### src/rtl/alu_arbiter.sv
// Round-robin arbiter that shares one external combinational ALU among NREQ requesters.
// One operation at a time: grant (IDLE), evaluate (EXEC), hold result until accepted (RESP).

package alu_arbiter_pkg;
    typedef logic [31:0] data_t;
    typedef enum logic [1:0] {OP_ADD, OP_SUB, OP_AND, OP_XOR} type_op;
endpackage

module alu_arbiter
    import alu_arbiter_pkg::*;
#(
    parameter int NREQ   = 4,
    parameter int DATA_W = $bits(data_t),
    parameter int ID_W   = $clog2(NREQ)
) (
    input  logic                   clk,
    input  logic                   rst,
    input  logic [NREQ-1:0]        req_valid,
    output logic [NREQ-1:0]        req_ready,
    input  logic [NREQ*DATA_W-1:0] req_a,
    input  logic [NREQ*DATA_W-1:0] req_b,
    input  type_op                 req_op [NREQ],
    output logic [DATA_W-1:0]      alu_a,
    output logic [DATA_W-1:0]      alu_b,
    output type_op                 alu_op,
    input  logic [DATA_W-1:0]      alu_r,
    output logic                   rsp_valid,
    input  logic                   rsp_ready,
    output logic [DATA_W-1:0]      rsp_r,
    output logic [ID_W-1:0]        rsp_id
);

    typedef enum logic [1:0] {IDLE, EXEC, RESP} state_t;

    state_t            state_q,     state_d;
    logic [ID_W-1:0]   rr_ptr_q,    rr_ptr_d;
    logic [ID_W-1:0]   id_q,        id_d;
    logic [DATA_W-1:0] alu_a_q,     alu_a_d;
    logic [DATA_W-1:0] alu_b_q,     alu_b_d;
    type_op            alu_op_q,    alu_op_d;
    logic              rsp_valid_q, rsp_valid_d;
    logic [DATA_W-1:0] rsp_r_q,     rsp_r_d;
    logic [ID_W-1:0]   rsp_id_q,    rsp_id_d;

    logic              grant_found;
    logic [ID_W-1:0]   winner;
    logic [ID_W-1:0]   scan_idx;
    logic [DATA_W-1:0] win_a;
    logic [DATA_W-1:0] win_b;
    type_op            win_op;

    // Scan from rr_ptr upward with wrap; the first valid requester wins.
    // NOTE: every variable gets a default before the loop so no latch is inferred.
    always_comb begin
        grant_found = 1'b0;
        winner      = '0;
        scan_idx    = '0;
        for (int k = 0; k < NREQ; k++) begin
            scan_idx = ID_W'((int'(rr_ptr_q) + k) % NREQ);
            if (!grant_found && req_valid[scan_idx]) begin
                grant_found = 1'b1;
                winner      = scan_idx;
            end
        end
    end

    assign win_a  = req_a[int'(winner)*DATA_W +: DATA_W];
    assign win_b  = req_b[int'(winner)*DATA_W +: DATA_W];
    assign win_op = req_op[winner];

    always_comb begin
        req_ready = '0;
        if (!rst && state_q == IDLE && grant_found) begin
            req_ready[winner] = 1'b1;
        end
    end

    always_comb begin
        state_d     = state_q;
        rr_ptr_d    = rr_ptr_q;
        id_d        = id_q;
        alu_a_d     = alu_a_q;
        alu_b_d     = alu_b_q;
        alu_op_d    = alu_op_q;
        rsp_valid_d = rsp_valid_q;
        rsp_r_d     = rsp_r_q;
        rsp_id_d    = rsp_id_q;
        case (state_q)
            IDLE: begin
                if (grant_found) begin
                    alu_a_d  = win_a;
                    alu_b_d  = win_b;
                    alu_op_d = win_op;
                    id_d     = winner;
                    rr_ptr_d = (int'(winner) == NREQ - 1) ? '0 : winner + ID_W'(1);
                    state_d  = EXEC;
                end
            end
            EXEC: begin
                rsp_r_d     = alu_r;
                rsp_id_d    = id_q;
                rsp_valid_d = 1'b1;
                state_d     = RESP;
            end
            RESP: begin
                if (rsp_ready) begin
                    rsp_valid_d = 1'b0;
                    state_d     = IDLE;
                end
            end
            default: state_d = IDLE;
        endcase
    end

    // NOTE: state registers use non-blocking assignments so all flops update together.
    always_ff @(posedge clk) begin
        if (rst) begin
            state_q     <= IDLE;
            rr_ptr_q    <= '0;
            id_q        <= '0;
            alu_a_q     <= '0;
            alu_b_q     <= '0;
            alu_op_q    <= OP_ADD;
            rsp_valid_q <= 1'b0;
            rsp_r_q     <= '0;
            rsp_id_q    <= '0;
        end else begin
            state_q     <= state_d;
            rr_ptr_q    <= rr_ptr_d;
            id_q        <= id_d;
            alu_a_q     <= alu_a_d;
            alu_b_q     <= alu_b_d;
            alu_op_q    <= alu_op_d;
            rsp_valid_q <= rsp_valid_d;
            rsp_r_q     <= rsp_r_d;
            rsp_id_q    <= rsp_id_d;
        end
    end

    assign alu_a     = alu_a_q;
    assign alu_b     = alu_b_q;
    assign alu_op    = alu_op_q;
    assign rsp_valid = rsp_valid_q;
    assign rsp_r     = rsp_r_q;
    assign rsp_id    = rsp_id_q;

endmodule

### config.mk
export PLATFORM = sky130hd
export DESIGN_NAME = alu_arbiter
export DESIGN_NICKNAME = d
export VERILOG_FILES = /design/src/rtl/alu_arbiter.sv
export SDC_FILE = /design/constraint.sdc
export NUM_CORES = 1
export LEC_CHECK = 0
export ABC_AREA = 1
export BUFFER_PORTS_ARGS = -buffer_cell sky130_fd_sc_hd__buf_2
export CORE_AREA = 2 2 159 161
export DETAILED_ROUTE_END_ITERATION = 12
export DIE_AREA = 0 0 161 163
export SYNTH_ARGS = -nofsm -noshare
export SYNTH_HDL_FRONTEND = slang
export SYNTH_SLANG_ARGS = --single-unit
### constraint.sdc
create_clock -name clk -period 4.2 [get_ports clk]
set_input_delay 1.26 -clock clk [delete_from_list [all_inputs] [get_ports clk]]
set_output_delay 1.26 -clock clk [all_outputs]
set_load 0.02 [all_outputs]
==> results.yml <==
cells_and_area:
  design_area_um2: 9365
  syn2layout_area_growth_pct: 35.87
  fin_nets: 1838
  drive_above_1_share: 0.2971
  antenna_cells: 0
die:
  row_count: 58
  start_util: 0.2794
  io_pins: 408
  die_h_um: 163
  core_um2: 24670
  dieArea_um2: 26240
  die_w_um: 161
power:
  p_int_mw: 3.564
  power_frac_comb: 0.696
  vdd_ir_drop_max_uv: 801.7
  p_per_area_nw_per_um2: 859.9
  p_switching_mw: 4.490
  swShare: 0.5575
  leakage_nw: 5.445
  clockPowerShare: 0.110
  p_seq_frac: 0.194
cts:
  postCtsHoldBufs: 0
  cts_max_path_buffers: 2
  root_buffer: "clkbuf_16"
  cts_resized: 0
  clock_sinks: 107
  cts_setup_buffers: 0
  cts_tree: "built"
  numCtsBuffers: 9
  clk_pin_slew_ns: 0.08
  htreeDepth: 3
  clock_latency_ns: 0.36
min_path:
  worstHoldPathType: "register to register"
  hold_start: "rsp_r[21]"
  whs_path_depth: 2
  holdPathEnd: "rsp_r[21]"
logic_synthesis:
  synth_nets: 1494
  syn_avg_cell_area_um2: 5.797
  synthAdderAreaFrac: 0.003630
  synth_top_family_by_area: "simple AND/OR/NAND/NOR gates"
  synth_seq_cells: 107
  netlist_instances: 1189
  syn_area_um2: 6893
  synth_compound_area_frac: 0.08223
  yosysSeqAreaShare: 0.3108
  synth_xor_area_frac: 0
  synth.distinct_cells: 26
  synth_mux_area_frac: 0
  synth-simple-area-share: 0.4567
  synth-warning-count: 0
critical_path:
  cpLargestDelayFamily: "simple AND/OR/NAND/NOR gates"
  path_depth: 12
  reg2reg_setup_slack_ns: 1.56
  ff2ff_path_depth: 14
  slowest_stage: "buf_2"
  crit_arrival_ns: 2.70
  crit_path_start_kind: "input pin"
  crit_type: "input pin to primary output"
  crit_chain: "buf_2 -> inv_1 -> nand2_1 -> nand3_1 -> nand2_2 -> nor2_4 -> nand3_1 -> nand3_2 -> ha_1 -> inv_1 -> nor2_1 -> buf_2"
  slowest_delay_ns: 0.19
  cp.required_ns: 2.94
  crit_path_start: "req_valid[3]"
  reg2reg_to: "alu_op[0]"
  path_buf_inv: 4
  path_max_fanout: 6
  crit_path_end_kind: "primary output"
  rr_startpoint: "rr_ptr_q[0]"
status:
  status: "finished, final reports clean"
sta:
  setup_viol: 0
  relSlewSlack: 0.2506
  worst_pin_slew_ns: 1.117
  finalMaxSlewViolations: 0
  skew_ns: 0.01823
  fin_crit_ns: 3.965
  setup_tns_ns: 0
  fmax_mhz: 252.2
  period_share: 0.9440
  finalHoldViolCount: 0
  rsz0062_at_grt: "no"
place:
  placed_area_um2: 9051
  numPortBuffers: 407
  hpwl_um: 18720
  gp_congestion: 0.8594
run:
  maxCapViolCount: 0
routing:
  drt_iter0_markers: 525
  avgViaCountPerCell: 4.658
  firstDrtPassIters: 5
  ant_nets: 0
  wl_per_cell_um: 14.06
  drcViolationCount: 0
  num_vias: 8701
  totalWireLength_um: 26260
global_route:
  grt_pass1_wl_um: 40280
  grt-ovfl-total: 0
  first_global_vias: 7927
  grt_usage: 0.1889
  grt_max_degree: 134
  antenna_found_initial: 0
==> metal layers <==
metal	GRT usage	vias to the layer above	share of wire	wire [µm]
met4	0.05519	0	0.019	497
met5	0	-	0	0
met2	0.3365	366	0.48	12720
li1	-	4430	-	-
met3	0.04405	30	0.082	2147
met1	0.2265	3875	0.41	10890
==> per-stage QoR <==
| stage | instances | setup slack (ns) | power, mW | hold slack (ns) | utilization |
|---|---|---|---|---|---|
| global route | 1868 | 0.07496 | 8.860 | 0.5071 | 0.3796 |
| CTS | 1868 | 0.2363 | 8.144 | 0.4904 | 0.3796 |
| floorplan | 1189 | 0.2464 | 5.771 | 0.4725 | - |
| finish | 1868 | 0.2351 | 8.053 | 0.4851 | 0.3796 |
| detailed placement | 1852 | 0.2401 | 7.224 | 0.4686 | 0.3668 |
| global placement | 1852 | 0.2971 | 7.177 | 0.4578 | 0.3668 |
==> state kept, by name (all words and copies together) (netlist names) <==
| signal | flops |
|---|---|
| alu_a | 32 |
| alu_b | 32 |
| rsp_r | 32 |
| alu_op | 2 |
| id_q | 2 |
| rr_ptr_q | 2 |
| rsp_id | 2 |
| state_q | 2 |
| rsp_valid | 1 |
==> area by class of cell <==
type	count	area, µm²
inverters	147	554.3
clock inverters	7	88.84
fillers	2806	15310
well taps	330	412.9
flip-flops and latches	107	2142
clock buffers	9	225.2
repair buffers	422	2187
multi-input cells	846	3755
==> synthesized netlist by cell type <==
cell type | instances | area share
a211oi_1 | 1 | 0.0011
a21oi_1 | 6 | 0.0044
buf_1 | 2 | 0.0011
buf_2 | 28 | 0.020
buf_4 | 20 | 0.022
buf_6 | 2 | 0.0033
clkbuf_1 | 37 | 0.020
clkinv_1 | 1 | 0.00054
dfxtp_1 | 107 | 0.31
ha_1 | 2 | 0.0036
inv_1 | 142 | 0.077
inv_2 | 4 | 0.0022
nand2_1 | 238 | 0.13
nand2_2 | 5 | 0.0045
nand2_4 | 1 | 0.0016
nand3_1 | 271 | 0.20
nand3_2 | 2 | 0.0029
nand3b_1 | 1 | 0.0011
nand4_1 | 2 | 0.0018
nor2_1 | 207 | 0.11
nor2_2 | 1 | 0.00091
nor2_4 | 2 | 0.0033
nor3_1 | 2 | 0.0015
o21ai_0 | 103 | 0.075
o21ai_1 | 1 | 0.00073
o21ai_2 | 1 | 0.0013
==> power groups by stage <==
stage	clock network (mW)	logic, mW	registers [mW]
detailed placement	0	5.64	1.58
CTS	0.926	5.66	1.56
global route	0.970	6.29	1.60
floorplan	0	3.77	2.00
global placement	0	5.61	1.57
finish	0.888	5.61	1.56
==> worst register-to-register path, cell delays in order (launching register included) <==
cell and delay [ns]:
dfxtp_1 0.30, buf_4 0.18, inv_2 0.15, nand2_1 0.09
nand3_1 0.11, nand2_2 0.11, nor2_4 0.18, nand3_2 0.12
nand2_2 0.11, buf_4 0.63, nand3_1 0.17, nand3_1 0.12
nand2_1 0.07, nor2_1 0.16, nor2_1 0.06
==> cell families (layout without fill, tap and decap cells) <==
kind of cell,count (synthesis),count (layout)
AO/OA/AOI/OAI,112,112
adder cells (fa/ha/maj),2,2
buffers and inverters,236,585
flip-flops,107,107
AND/OR/NAND/NOR,732,732
==> placed cells by master (no fill, tap or decap) <==
master and n:
nand3b_1 1, nand2_4 1, o21ai_0 103, nor2_1 207, nor2_2 1, buf_12 3, buf_2 407, clkinv_1 1
o21ai_2 1, nand4_1 2, a211oi_1 1, clkbuf_16 9, inv_4 1, buf_4 12, a21oi_1 6, inv_6 2
nand3_4 1, inv_1 141, o21ai_1 1, ha_1 2, inv_2 4, nand2_1 237, nand3_2 2, nand3_1 270
nor3_1 2, nor2_4 2, dfxtp_1 107, nand2_2 6, inv_8 2, clkinv_8 3
==> how the worst max path moves through the flow <==
stage	endpoint	slack, ns
after floorplan	req_ready[1]	0.25
after global placement	req_ready[0]	0.30
after detailed placement	req_ready[3]	0.24
after CTS	req_ready[3]	0.24
after global routing	req_ready[2]	0.07
final	req_ready[3]	0.24
No activity file was read; power rests on OpenSTA's default activity.
